## src/rtl/sysu_clk_pkg.sv

```systemverilog
// Shared constants and state encoding for the board clock-divider controller.
package sysu_clk_pkg;

  localparam int unsigned CLK_HZ          = 50000000;
  localparam int unsigned HALF_PERIOD_1HZ = CLK_HZ / 2;

  typedef enum logic [1:0] {
    ST_IDLE      = 2'd0,
    ST_RUN       = 2'd1,
    ST_STOP_WAIT = 2'd2
  } state_e;

endpackage

```

## src/rtl/sysu_clk_div_ctrl_if.sv

```systemverilog
// Control/config/status bundle between the top-level control logic and the divider.
interface sysu_clk_div_ctrl_if #(
  parameter int unsigned W = 32
) ();

  logic         en;
  logic         cfg_valid;
  logic [W-1:0] cfg_div;
  logic         cfg_ready;
  logic         tick;
  logic         clk_out;
  logic         running;
  logic [W-1:0] div_cur;

  modport master (
    output en, cfg_valid, cfg_div,
    input  cfg_ready, tick, clk_out, running, div_cur
  );

  modport slave (
    input  en, cfg_valid, cfg_div,
    output cfg_ready, tick, clk_out, running, div_cur
  );

endinterface

```

## src/rtl/sysu_half_period_cnt.sv

```systemverilog
// Half-period counter: counts 0..d-1 while enabled and flags the wrap cycle.
module sysu_half_period_cnt #(
  parameter int unsigned W = 32
) (
  input  logic         clk_in,
  input  logic         rst_n,
  input  logic         clr,
  input  logic         en,
  input  logic [W-1:0] d,
  output logic         wrap_c
);

  logic [W-1:0] cnt_q, cnt_d;

  assign wrap_c = en && (cnt_q == d - W'(1));

  always_comb begin
    cnt_d = cnt_q;
    if (clr) begin
      cnt_d = '0;
    end else if (en) begin
      cnt_d = wrap_c ? '0 : cnt_q + W'(1);
    end
  end

  always_ff @(posedge clk_in) begin
    if (!rst_n) cnt_q <= '0;
    else        cnt_q <= cnt_d;
  end

endmodule

```

## src/rtl/sysu_clk_div_ctrl.sv

```systemverilog
// Run/stop FSM and shadowed divide-ratio scheduler producing tick and a 50% clk_out.
module sysu_clk_div_ctrl
  import sysu_clk_pkg::*;
#(
  parameter int unsigned   W       = 32,
  parameter logic [W-1:0]  DEF_DIV = W'(HALF_PERIOD_1HZ)
) (
  input  logic                 clk_in,
  input  logic                 rst_n,
  sysu_clk_div_ctrl_if.slave   bus
);

  state_e       state_q, state_d;
  logic         pending_q, pending_d;
  logic [W-1:0] shadow_q, shadow_d;
  logic [W-1:0] div_cur_q, div_cur_d;
  logic         clk_out_q, clk_out_d;
  logic         running_q, running_d;
  logic         cfg_ready_q, cfg_ready_d;
  logic         cnt_clr, cnt_en;
  logic         tick_c;
  logic [W-1:0] div_eff;
  logic [W-1:0] cfg_div_sat;

  assign div_eff     = (div_cur_q == '0) ? W'(1) : div_cur_q;
  assign cfg_div_sat = (bus.cfg_div == '0) ? W'(1) : bus.cfg_div;

  sysu_half_period_cnt #(.W(W)) u_cnt (
    .clk_in (clk_in),
    .rst_n  (rst_n),
    .clr    (cnt_clr),
    .en     (cnt_en),
    .d      (div_eff),
    .wrap_c (tick_c)
  );

  always_comb begin
    state_d   = state_q;
    pending_d = pending_q;
    shadow_d  = shadow_q;
    div_cur_d = div_cur_q;
    clk_out_d = clk_out_q;
    cnt_clr   = 1'b0;
    cnt_en    = 1'b0;

    case (state_q)
      ST_IDLE: begin
        cnt_clr   = 1'b1;
        clk_out_d = 1'b0;
        if (bus.en) state_d = ST_RUN;
      end
      ST_RUN: begin
        cnt_en = 1'b1;
        if (tick_c) clk_out_d = ~clk_out_q;
        // Stop decision looks at the level clk_out will hold after this edge
        if (!bus.en) begin
          if (clk_out_d) begin
            state_d = ST_STOP_WAIT;
          end else begin
            state_d = ST_IDLE;
            cnt_clr = 1'b1;
          end
        end
      end
      ST_STOP_WAIT: begin
        cnt_en = 1'b1;
        if (tick_c) clk_out_d = ~clk_out_q;
        if (bus.en) begin
          state_d = ST_RUN;
        end else if (tick_c) begin
          state_d   = ST_IDLE;
          clk_out_d = 1'b0;
        end
      end
      default: begin
        state_d   = ST_IDLE;
        cnt_clr   = 1'b1;
        clk_out_d = 1'b0;
      end
    endcase

    // Shadow applies only on a period boundary; a new transfer needs an empty shadow
    if (pending_q && ((state_q == ST_IDLE) || tick_c)) begin
      div_cur_d = shadow_q;
      pending_d = 1'b0;
    end else if (bus.cfg_valid && !pending_q) begin
      shadow_d  = cfg_div_sat;
      pending_d = 1'b1;
    end

    running_d   = (state_d != ST_IDLE);
    cfg_ready_d = ~pending_d;
  end

  always_ff @(posedge clk_in) begin
    if (!rst_n) begin
      state_q     <= ST_IDLE;
      pending_q   <= 1'b0;
      shadow_q    <= '0;
      div_cur_q   <= DEF_DIV;
      clk_out_q   <= 1'b0;
      running_q   <= 1'b0;
      cfg_ready_q <= 1'b1;
    end else begin
      state_q     <= state_d;
      pending_q   <= pending_d;
      shadow_q    <= shadow_d;
      div_cur_q   <= div_cur_d;
      clk_out_q   <= clk_out_d;
      running_q   <= running_d;
      cfg_ready_q <= cfg_ready_d;
    end
  end

  assign bus.tick      = tick_c;
  assign bus.clk_out   = clk_out_q;
  assign bus.running   = running_q;
  assign bus.cfg_ready = cfg_ready_q;
  assign bus.div_cur   = div_cur_q;

endmodule
```

## src/flat_wrapper.sv

```systemverilog
// flat-port wrapper written by rule: the top's interface ports become plain ports
module sysu_clk_div_ctrl_flat import sysu_clk_pkg::*;
#(
  parameter int unsigned   W       = 32,
  parameter logic [W-1:0]  DEF_DIV = W'(HALF_PERIOD_1HZ)
)
  (clk_in, rst_n, bus_en, bus_cfg_valid, bus_cfg_div, bus_cfg_ready, bus_tick, bus_clk_out, bus_running, bus_div_cur);
  sysu_clk_div_ctrl_if #(.W(W)) bus_i ();
  input  logic clk_in;
  input  logic rst_n;
  input wire logic [$bits(bus_i.en)-1:0] bus_en;
  input wire logic [$bits(bus_i.cfg_valid)-1:0] bus_cfg_valid;
  input wire logic [$bits(bus_i.cfg_div)-1:0] bus_cfg_div;
  output wire logic [$bits(bus_i.cfg_ready)-1:0] bus_cfg_ready;
  output wire logic [$bits(bus_i.tick)-1:0] bus_tick;
  output wire logic [$bits(bus_i.clk_out)-1:0] bus_clk_out;
  output wire logic [$bits(bus_i.running)-1:0] bus_running;
  output wire logic [$bits(bus_i.div_cur)-1:0] bus_div_cur;
  assign bus_i.en = bus_en;
  assign bus_i.cfg_valid = bus_cfg_valid;
  assign bus_i.cfg_div = bus_cfg_div;
  assign bus_cfg_ready = bus_i.cfg_ready;
  assign bus_tick = bus_i.tick;
  assign bus_clk_out = bus_i.clk_out;
  assign bus_running = bus_i.running;
  assign bus_div_cur = bus_i.div_cur;
  sysu_clk_div_ctrl #(.W(W), .DEF_DIV(DEF_DIV)) u_core (.clk_in(clk_in), .rst_n(rst_n), .bus(bus_i));
endmodule
```

## config.mk

```make
export PLATFORM = sky130hd
export DESIGN_NAME = sysu_clk_div_ctrl_flat
export DESIGN_NICKNAME = d
export VERILOG_FILES = /design/src/rtl/sysu_clk_pkg.sv /design/src/rtl/sysu_clk_div_ctrl_if.sv /design/src/rtl/sysu_half_period_cnt.sv /design/src/rtl/sysu_clk_div_ctrl.sv /design/src/flat_wrapper.sv
export SDC_FILE = /design/constraint.sdc
export NUM_CORES = 1
export LEC_CHECK = 0
export ABC_CLOCK_PERIOD_IN_PS = 6360
export BUFFER_PORTS_ARGS = -buffer_cell sky130_fd_sc_hd__buf_2
export CELL_PAD_IN_SITES_DETAIL_PLACEMENT = 1
export CELL_PAD_IN_SITES_GLOBAL_PLACEMENT = 1
export CORE_MARGIN = 4
export CORE_UTILIZATION = 43
export DETAILED_ROUTE_END_ITERATION = 6
export PLACE_DENSITY_LB_ADDON = 0.1
export SLEW_MARGIN = 20
export SYNTH_ARGS = -nofsm -noshare
export SYNTH_HDL_FRONTEND = slang
export SYNTH_HIERARCHICAL = 1
export SYNTH_SLANG_ARGS = --single-unit
```

## constraint.sdc

```tcl
create_clock -name clk_in -period 6.36 [get_ports clk_in]
set_input_delay 0.954 -clock clk_in [delete_from_list [all_inputs] [get_ports clk_in]]
set_output_delay 0.954 -clock clk_in [all_outputs]
set_load 0.03 [all_outputs]
```

==> results.py, run 1 <==
metrics = {
    "synth": {
        "synth_top_area_share_pct": 37.0,
        "synthArstFlopShare_pct": 0,
        "yosysUniqueCellTypes": 70,
        "synth_edf_count": 0,
        "synth_area_leaders": "dfxtp_1 37%, nand2_1 10%, xor2_1 6.2%, xnor2_1 5.1%, a21boi_1 3.8%",
        "synth_top_area_cell": "dfxtp_1",
        "syn-cell-area_um2": 5530,
        "yosysSeqAreaShare_pct": 37.0,
        "avgSynthCellArea_um2": 8.00,
        "synth_flop_cell": "dfxtp_1",
        "yosysWarnings": 6,
        "syn_nets": 734,
        "synth_seq_cells": 102,
        "syn_inst": 691,
    },
    "power": {
        "ir_drop_mv": 0.138,
        "power_frac_comb_pct": 13.6,
        "seqPwrFrac_pct": 48.2,
        "p_per_area_nw_per_um2": 235,
        "p_sw_mw": 0.426,
        "p_int_mw": 1.02,
        "p_leak_nw": 2.34,
        "switching_share_pct": 29.5,
        "p_clk_share_pct": 38.2,
    },
    "layout": {
        "fin_nets": 761,
        "diodes": 0,
        "final_cell_mix": "149 x nand2_1, 102 x dfxtp_1, 70 x buf_2, 47 x nor2_1, 39 x xor2_1",
        "final_common_cell": "nand2_1",
        "drive_gt1_share_pct": 15.6,
        "synthToLayoutAreaGrowth_pct": 11.5,
    },
    "timing": {
        "finalCritPeriodShare_pct": 86.0,
        "hold_violations": 0,
        "setup_slack_ps": 891,
        "setup-violations-final": 0,
        "relSlewSlack_pct": 55.5,
        "finClkSkew_ps": 11.0,
        "fin_tns_setup_ps": 0,
        "max_freq_ghz": 0.183,
        "slew_violations": 0,
        "worst_slew_pin_slew_ps": 663,
        "min_period_ps": 5470,
        "rsz0062_at_grt": "no",
    },
    "detailed_routing": {
        "drc": 0,
        "dr.pass1.iters": 4,
        "vias": 4808,
        "drt_iter0_drc": 259,
        "wl_um": 15300,
        "wl_per_cell_um": 17.1,
        "viasPerCell": 5.37,
        "ant_nets": 0,
    },
    "placed_design": {
        "io_buffers": 71,
        "dpl_worst_slack_ps": 1100,
        "place_congestion": 0.880,
        "hpwl_um": 11500,
    },
    "run_status": {
        "outcome": "finished, final reports clean",
    },
    "min_path": {
        "hp-class": "reg2reg",
        "whs_path_depth": 2,
    },
    "clock_tree": {
        "cts_resized": 0,
        "cts_hold_buf": 0,
        "clkTransAtPathRegs_ps": 70,
        "clkSinkCount": 102,
        "cts_max_level": 3,
        "cts_tree": "yes",
        "clockRootBuffer": "clkbuf_16",
        "cts_setup_buffers": 0,
        "clockBufferDepth": 2,
        "cts_buffers": 9,
        "worstSkewPairLatency_ps": 360,
    },
    "floorplanning": {
        "io_pins": 72,
        "initial_utilization_pct": 43.8,
        "die_w_um": 121,
        "dieArea_um2": 14700,
        "die_h_um": 121,
        "coreArea_um2": 12600,
        "rows": 41,
    },
    "grt": {
        "grt_max_degree": 70,
        "grt_pass1_wl_um": 25300,
        "grt_pass1_vias": 4969,
        "antenna_found_initial": 0,
        "grt_overflow_total": 0,
        "grt_util_all_layers_pct": 21.6,
    },
    "worst_setup_path": {
        "crit_required_ps": 5410,
        "critPathKind": "reg2out",
        "path_buf_inv": 3,
        "crit_slowest_cell": "or4_1",
        "critPathMaxFanout": 10,
        "worst-path-stages": 14,
        "crit_path_start_kind": "flip-flop",
        "critPathTopFamily": "simple AND/OR/NAND/NOR gates",
        "rr_worst_depth": 21,
        "cp-end-kind": "output port",
        "path_cells": "nor4_1 -> nand4_1 -> o21bai_1 -> inv_1 -> ha_1 -> nor3b_1 -> nand2_1 -> or4_1 -> nand3b_1 -> a211o_1 -> or3b_1 -> nor4_1 -> buf_4 -> buf_2",
        "critPathMaxStageDelay_ps": 630,
        "crit_top_cell": "nor4_1",
        "arrival_ps": 4510,
    },
    "run": {
        "max_cap_viol_count": 0,
    },
}
-- worst min-delay path, cell delays in order (launching register included) --
cell,delay (ps)
dfxtp_1,310
nand2_1,50
a21boi_1,50
-- routing by layer --
layer | vias up | wire, µm | track usage [%]
met5 | - | 0 | 0
met4 | 0 | 389 | 8.54
met3 | 23 | 481 | 3.73
met2 | 78 | 7080 | 33.6
met1 | 2305 | 7310 | 29.7
li1 | 2402 | - | -
-- worst paths after layout --
path | end | startpoint | slack (ps)
max | bus_tick | u_core/bus.div_cur[21]$_SDFFE_PN1P_ | 890
min | u_core/shadow_q[14]$_SDFFE_PN0P_ | u_core/shadow_q[14]$_SDFFE_PN0P_ | 450
max reg2reg | u_core/u_cnt/cnt_q[16]$_SDFFE_PP0P_ | u_core/bus.div_cur[21]$_SDFFE_PN1P_ | 1120
min reg2reg | u_core/shadow_q[14]$_SDFFE_PN0P_ | u_core/shadow_q[14]$_SDFFE_PN0P_ | 450
-- Yosys cell counts, types with 6 or more instances --
| cell type | count |
|---|---|
| nand2b_1 | 7 |
| nor3_1 | 13 |
| dfxtp_1 | 102 |
| nand2_1 | 149 |
| a21oi_1 | 7 |
| xnor2_1 | 32 |
| nor4_1 | 20 |
| inv_1 | 14 |
| and3_1 | 11 |
| a21boi_1 | 28 |
| a21boi_0 | 23 |
| clkbuf_1 | 40 |
| ha_1 | 7 |
| nand4_1 | 15 |
| xor2_1 | 39 |
| nand3_1 | 25 |
| o21ai_0 | 6 |
| nor2_1 | 47 |
| buf_2 | 15 |
-- registers in the layout, summed over array words and instances, names as in the netlist --
register,flops
u_core/bus.cfg_ready,1
u_core/bus.running,1
u_core/u_cnt/cnt_q,32
u_core/bus.div_cur,32
u_core/state_q,2
u_core/pending_q,1
u_core/bus.clk_out,1
u_core/shadow_q,32
-- power by group through the flow --
stage          Combinational [mW]  Sequential [mW]  Clock [mW]
5_1_grt                     0.219            0.703       0.597
6_report                    0.197            0.698       0.552
4_1_cts                     0.199            0.698       0.573
3_3_place_gp                0.191            0.710           0
2_1_floorplan               0.132            0.718           0
3_5_place_dp                0.198            0.713           0
-- through the flow --
step | total power, mW | area (µm²) | hold slack, ps | instances | util, %
finish | 1.45 | 6160 | 454 | 895 | 48.8
global route | 1.52 | 6160 | 480 | 895 | 48.8
CTS | 1.47 | 6150 | 458 | 895 | 48.7
detailed placement | 0.910 | 5860 | 447 | 879 | 46.4
global placement | 0.901 | 5850 | 445 | 878 | 46.3
floorplan | 0.850 | 5530 | 431 | 691 | -
-- cell type report --
cell class / count / area [µm²]
Clock buffer: 10 / 239
Clock inverter: 6 / 53.8
Fill cell: 1590 / 6460
Inverter: 14 / 52.6
Multi-Input combinational cell: 515 / 3160
Sequential cell: 102 / 2040
Tap cell: 172 / 215
Timing Repair Buffer: 76 / 399
-- cell families after synthesis --
family | Yosys count | share of synthesized area [%]
AOI/OAI and AO/OA | 102 | 14.1
xor gates and xnor gates | 71 | 11.3
adders and majority gates | 7 | 1.59
buffers and inverters | 74 | 6.05
DFF | 102 | 37.0
muxes | 1 | 0.181
and+or+nand+nor | 334 | 29.8
Power figures use the tool's default switching activity.
==> run 2, diff against run 1 <==
- CORE_UTILIZATION: 43 -> 45
- SYNTH_HIERARCHICAL: 1 -> not set
==> results.py, run 2 <==
metrics = {
    "power": {
        "p_per_area_nw_per_um2": 219,
        "ir_drop_mv": 0.177,
        "p_leak_nw": 2.39,
    },
    "run": {
        "max_cap_viol_count": 0,
    },
    "timing": {
        "finalCritPeriodShare_pct": 89.9,
        "setup_slack_ps": 642,
        "min_period_ps": 5720,
        "setup-violations-final": 0,
        "finClkSkew_ps": 8.21,
        "max_freq_ghz": 0.175,
        "relSlewSlack_pct": 34.3,
        "hold_violations": 0,
        "fin_tns_setup_ps": 0,
        "hold_slack_ps": 465,
        "worst_slew_pin_slew_ps": 986,
        "rsz0062_at_grt": "no",
        "slew_violations": 0,
    },
    "placed_design": {
        "dp.cells": 939,
        "io_buffers": 71,
        "dpl_worst_slack_ps": 905,
        "place_congestion": 0.839,
        "hpwl_um": 13400,
    },
    "grt": {
        "grt_overflow_total": 0,
        "antenna_found_initial": 0,
        "grt_pass1_wl_um": 29700,
        "grt_max_degree": 58,
        "grt_util_all_layers_pct": 22.8,
        "grt_pass1_vias": 5691,
    },
    "worst_setup_path": {
        "arrival_ps": 4760,
        "r2r-start": "u_core.bus.div_cur[26]$_SDFFE_PN0P_",
        "cp-end-kind": "output port",
        "critPathMaxFanout": 10,
        "critPathMaxStageDelay_ps": 590,
        "worst-path-stages": 13,
        "critPathKind": "reg2out",
        "critPathTopFamily": "simple AND/OR/NAND/NOR gates",
        "crit_required_ps": 5410,
        "crit_path_start_kind": "flip-flop",
        "rr_endpoint": "u_core.u_cnt.cnt_q[31]$_SDFFE_PP0P_",
        "crit_path_end": "bus_tick",
        "path_buf_inv": 1,
        "path_cells": "nor3_1 -> nand4_1 -> nor3_2 -> a21oi_1 -> ha_1 -> nor2b_1 -> o31a_1 -> a22oi_1 -> o2111ai_1 -> a2111oi_2 -> nand4b_1 -> nor4_4 -> buf_2",
        "rr_worst_depth": 18,
        "crit_start": "u_core.bus.div_cur[26]$_SDFFE_PN0P_",
        "regToRegSetupSlack_ps": 920,
        "crit_slowest_cell": "nor3_2",
    },
    "floorplanning": {
        "die_h_um": 126,
        "initial_utilization_pct": 46.5,
        "dieArea_um2": 15800,
        "die_w_um": 126,
        "io_pins": 72,
        "coreArea_um2": 13400,
        "rows": 42,
    },
    "synth": {
        "synth_area_leaders": "dfxtp_1 33%, nand2_1 7.3%, mux2i_1 5.5%, nor3_2 5.0%, xnor2_1 4.9%",
        "avgSynthCellArea_um2": 8.42,
        "yosysWarnings": 0,
        "synth_common_cells": "122 x nand2_1, 102 x dfxtp_1, 41 x clkbuf_1, 36 x nor2_1, 35 x xnor2_1",
        "yosysMostFrequentCell": "nand2_1",
        "synth_top_area_share_pct": 32.7,
        "synth_flop_cell": "dfxtp_1",
        "synth_top_area_cell": "dfxtp_1",
        "syn_inst": 741,
        "syn_nets": 784,
        "synth_seq_cells": 102,
        "synthArstFlopShare_pct": 0,
        "yosysUniqueCellTypes": 72,
        "synth_edf_count": 0,
        "yosysSeqAreaShare_pct": 32.7,
        "syn-cell-area_um2": 6240,
    },
    "clock_tree": {
        "worstSkewPairLatency_ps": 360,
        "cts_resized": 0,
        "cts_setup_buffers": 0,
        "cts_tree": "yes",
        "clkTransAtPathRegs_ps": 70,
        "clockBufferDepth": 2,
        "clockRootBuffer": "clkbuf_16",
        "cts_buffers": 9,
        "cts_hold_buf": 0,
        "cts_max_level": 3,
        "clkSinkCount": 102,
    },
    "min_path": {
        "hp-start": "u_core.shadow_q[25]$_SDFFE_PN0P_",
        "hp-class": "reg2reg",
    },
    "layout": {
        "diodes": 0,
        "drive_gt1_share_pct": 18.1,
        "synthToLayoutAreaGrowth_pct": 10.3,
        "filler_cell_count": 1652,
        "final_common_cell": "nand2_1",
        "fin_nets": 817,
        "final_cell_mix": "122 x nand2_1, 102 x dfxtp_1, 71 x buf_2, 36 x nor2_1, 35 x xnor2_1",
        "layout.cells.non_filler": 955,
    },
    "detailed_routing": {
        "ant_nets": 0,
        "wl_per_cell_um": 18.7,
        "drt_iter0_drc": 346,
        "viasPerCell": 5.71,
        "dr.pass1.iters": 5,
        "drc": 0,
        "wl_um": 17900,
        "vias": 5453,
    },
    "run_status": {
        "outcome": "finished, final reports clean",
    },
}
-- run 2: cell types whose count changed in the layout (fill, tap and decap cells not counted), sizes merged, moves of 9 or more --
cell	delta
nor3	+35
mux2i	+33
nor2b	+30
nand2	-27
a21boi	-21
xor2	-16
nor2	-12
nand3	-9
-- run 2: worst min-delay path by stage --
stage | endpoint | slack (ps) | cells after the start
after floorplan | u_core.bus.div_cur[23]$_SDFFE_PN0P_ | 440 | 2
after detailed placement | u_core.bus.div_cur[25]$_SDFFE_PN0P_ | 450 | 2
after global placement | u_core.bus.div_cur[15]$_SDFFE_PN0P_ | 450 | 2
after global routing | u_core.shadow_q[1]$_SDFFE_PN0P_ | 490 | 2
after CTS | u_core.bus.div_cur[25]$_SDFFE_PN0P_ | 460 | 2
final | u_core.bus.div_cur[25]$_SDFFE_PN0P_ | 460 | 2
-- run 2: cell type report --
class                           count  area [µm²]  share of cell area [%]
Timing Repair Buffer               76         393                    5.71
Clock inverter                      6        77.6                    1.13
Tap cell                          176         220                    3.20
Multi-Input combinational cell    571        3850                    56.0
Sequential cell                   102        2040                    29.7
Inverter                           14        52.6                   0.764
Clock buffer                       10         239                    3.48
-- run 2: tightest hold or removal path: stages (launching register included) --
cell	delay, ps
dfxtp_1	310
nand2_1	50
mux2i_1	50
-- run 2: report_power, final --
part	switching [mW]	internal, mW
Combinational	0.132	0.0811
Sequential	0.0395	0.665
Clock	0.268	0.323
Total	0.439	1.07
-- run 2: routing by layer --
metal  vias up  global-route usage, %  part of all wire (%)
met5         -                      0                     0
met4         0                   5.62                   1.3
met1      2660                   31.3                    48
met2        89                   37.8                    47
li1       2691                      -                     -
met3        13                   3.60                   3.5
-- run 2: cell families after synthesis --
| kind of cell | count (synthesis) | synth area share (%) |
|---|---|---|
| and+or+nand+nor | 359 | 32.9 |
| AOI/OAI and AO/OA | 110 | 13.0 |
| DFF | 102 | 32.7 |
| buffers and inverters | 68 | 5.64 |
| xor gates and xnor gates | 59 | 8.53 |
| muxes | 36 | 5.88 |
| adders and majority gates | 7 | 1.40 |
-- run 2: stage by stage --
stage | util (%) | power [mW] | instance area (µm²)
after global placement | 48.9 | 0.925 | 6560
after CTS | 51.3 | 1.52 | 6880
after detailed placement | 49.0 | 0.932 | 6560
final | 51.3 | 1.51 | 6880
after global routing | 51.3 | 1.58 | 6880
after floorplan | - | 0.869 | 6240
==> run 3, diff against run 2 <==
- CORE_UTILIZATION: 45 -> 33
- PLACE_DENSITY: not set -> 0.75
- PLACE_DENSITY_LB_ADDON: 0.1 -> not set
==> results.py, run 3 (synthesis gave the netlist of run 2 again) <==
metrics = {
    "timing": {
        "hold_violations": 0,
        "relSlewSlack_pct": 34.2,
        "setup-violations-final": 0,
        "finalCritPeriodShare_pct": 88.1,
        "slew_violations": 0,
        "finClkSkew_ps": 9.31,
        "rsz0062_at_grt": "no",
        "hold_slack_ps": 462,
        "min_period_ps": 5600,
        "max_freq_ghz": 0.178,
        "fin_tns_setup_ps": 0,
        "worst_slew_pin_slew_ps": 987,
    },
    "detailed_routing": {
        "vias": 5438,
        "wl_per_cell_um": 17.4,
        "ant_nets": 0,
        "drt_iter0_drc": 237,
        "viasPerCell": 5.37,
        "drc": 0,
        "dr.pass1.iters": 5,
        "wl_um": 17600,
    },
    "floorplanning": {
        "initial_utilization_pct": 33.5,
        "die_h_um": 145,
        "coreArea_um2": 18600,
        "rows": 50,
        "io_pins": 72,
        "die_w_um": 145,
        "dieArea_um2": 21200,
    },
    "worst_setup_path": {
        "critPathTopFamily": "simple AND/OR/NAND/NOR gates",
        "regToRegSetupSlack_ps": 1070,
        "crit_slowest_cell": "nor3_2",
        "crit_required_ps": 5410,
        "rr_endpoint": "u_core.u_cnt.cnt_q[2]$_SDFFE_PP0P_",
        "r2r-start": "u_core.bus.div_cur[26]$_SDFFE_PN0P_",
        "arrival_ps": 4650,
        "path_buf_inv": 1,
        "rr_worst_depth": 18,
        "path_cells": "nor3_1 -> nand4_1 -> nor3_2 -> a21oi_1 -> ha_1 -> nor2b_1 -> o31a_1 -> a22oi_1 -> o2111ai_1 -> a2111oi_2 -> nand4b_1 -> nor4_4 -> buf_2",
        "critPathMaxStageDelay_ps": 560,
        "critPathKind": "reg2out",
        "cp-end-kind": "output port",
        "critPathMaxFanout": 10,
        "crit_path_start_kind": "flip-flop",
    },
    "run_status": {
        "outcome": "finished, final reports clean",
    },
    "placed_design": {
        "place_congestion": 0.873,
        "io_buffers": 71,
        "dp.cells": 996,
        "hpwl_um": 13000,
    },
    "min_path": {
        "hp-class": "reg2reg",
        "min_to": "u_core.bus.div_cur[9]$_SDFFE_PN0P_",
        "hp-start": "u_core.shadow_q[9]$_SDFFE_PN0P_",
        "whs_path_depth": 2,
    },
    "grt": {
        "grt_util_all_layers_pct": 16.7,
        "grt_overflow_total": 0,
        "grt_pass1_wl_um": 29200,
        "antenna_found_initial": 0,
        "grt_pass1_vias": 5490,
        "grt_max_degree": 67,
    },
    "layout": {
        "layout.cells.non_filler": 1012,
        "final_common_cell": "nand2_1",
        "drive_gt1_share_pct": 17.9,
        "synthToLayoutAreaGrowth_pct": 10.8,
        "fin_nets": 816,
        "diodes": 0,
        "final_cell_mix": "122 x nand2_1, 102 x dfxtp_1, 71 x buf_2, 36 x nor2_1, 35 x xnor2_1",
    },
    "clock_tree": {
        "worstSkewPairLatency_ps": 360,
        "cts_buffers": 9,
        "cts_tree": "yes",
        "clkTransAtPathRegs_ps": 70,
        "cts_hold_buf": 0,
        "cts_max_level": 3,
        "cts_setup_buffers": 0,
        "clockRootBuffer": "clkbuf_16",
        "cts_resized": 0,
        "clockBufferDepth": 2,
        "clkSinkCount": 102,
    },
    "power": {
        "p_leak_nw": 2.37,
        "p_per_area_nw_per_um2": 211,
        "ir_drop_mv": 0.138,
    },
    "run": {
        "max_cap_viol_count": 0,
    },
}
==> run 3: cell types whose count changed in the layout (fill, tap and decap cells not counted), sizes merged <==
cell | before | now
clkinvlp | 1 | 2
clkbuf | 10 | 11
bufinv | 1 | 0
buf | 76 | 75
clkinv | 2 | 1
==> run 3: layout make-up <==
type	instances	area (µm²)
fill	2237	11700
multi-input combinational	571	3850
sequential	102	2040
timing repair buffer	75	385
tap	234	293
clock buffer	11	243
inverter	14	52.6
clock inverter	5	41.3
==> run 3: worst reg2reg max path, stage by stage, from the launching register on <==
cell,delay (ps)
dfxtp_1,390
nor3_1,550
nand4_1,260
nor3_2,560
a21oi_1,190
ha_1,340
nor2b_1,170
o31a_1,250
a22oi_1,190
o2111ai_1,190
a2111oi_2,370
nand4b_1,190
nor4_4,360
inv_2,60
ha_1,310
nand3b_1,100
o211ai_1,100
buf_4,470
nor3_1,100
==> run 3: worst max-delay path by stage <==
stage                                   startpoint                                   to  slack, ps  cells after the start
6_report       u_core.bus.div_cur[26]$_SDFFE_PN0P_                             bus_tick        760                     13
3_3_place_gp   u_core.bus.div_cur[26]$_SDFFE_PN0P_  u_core.u_cnt.cnt_q[31]$_SDFFE_PP0P_       1350                     18
3_5_place_dp   u_core.bus.div_cur[26]$_SDFFE_PN0P_   u_core.u_cnt.cnt_q[2]$_SDFFE_PP0P_       1060                     18
4_1_cts        u_core.bus.div_cur[26]$_SDFFE_PN0P_                             bus_tick        740                     13
5_1_grt        u_core.bus.div_cur[26]$_SDFFE_PN0P_                             bus_tick        460                     13
2_1_floorplan  u_core.bus.div_cur[26]$_SDFFE_PN0P_  u_core.u_cnt.cnt_q[10]$_SDFFE_PP0P_       1210                     20
==> run 3: stage by stage <==
stage               utilization (%)  total power, mW  instance area (µm²)  setup WS, ps
floorplan                         -            0.869                 6240          1210
global placement               35.5            0.925                 6620          1350
detailed placement             35.5            0.930                 6630          1060
CTS                            37.1             1.48                 6910           743
global route                   37.1             1.53                 6910           460
finish                         37.1             1.46                 6910           756
==> run 3: power breakdown <==
| group | leakage (nW) | switching [mW] | internal, mW |
|---|---|---|---|
| Sequential | 0.831 | 0.0415 | 0.665 |
| Clock | 0.133 | 0.262 | 0.280 |
| Combinational | 1.41 | 0.129 | 0.0804 |
==> run 3: routing by layer <==
| metal | part of all wire, % | wire length [µm] | global-route usage (%) |
|---|---|---|---|
| met1 | 49 | 8550 | 22.9 |
| met2 | 46 | 8030 | 26.2 |
| met3 | 4.2 | 738 | 3.96 |
| met4 | 1.7 | 305 | 4.51 |
| met5 | 0 | 0 | 0 |
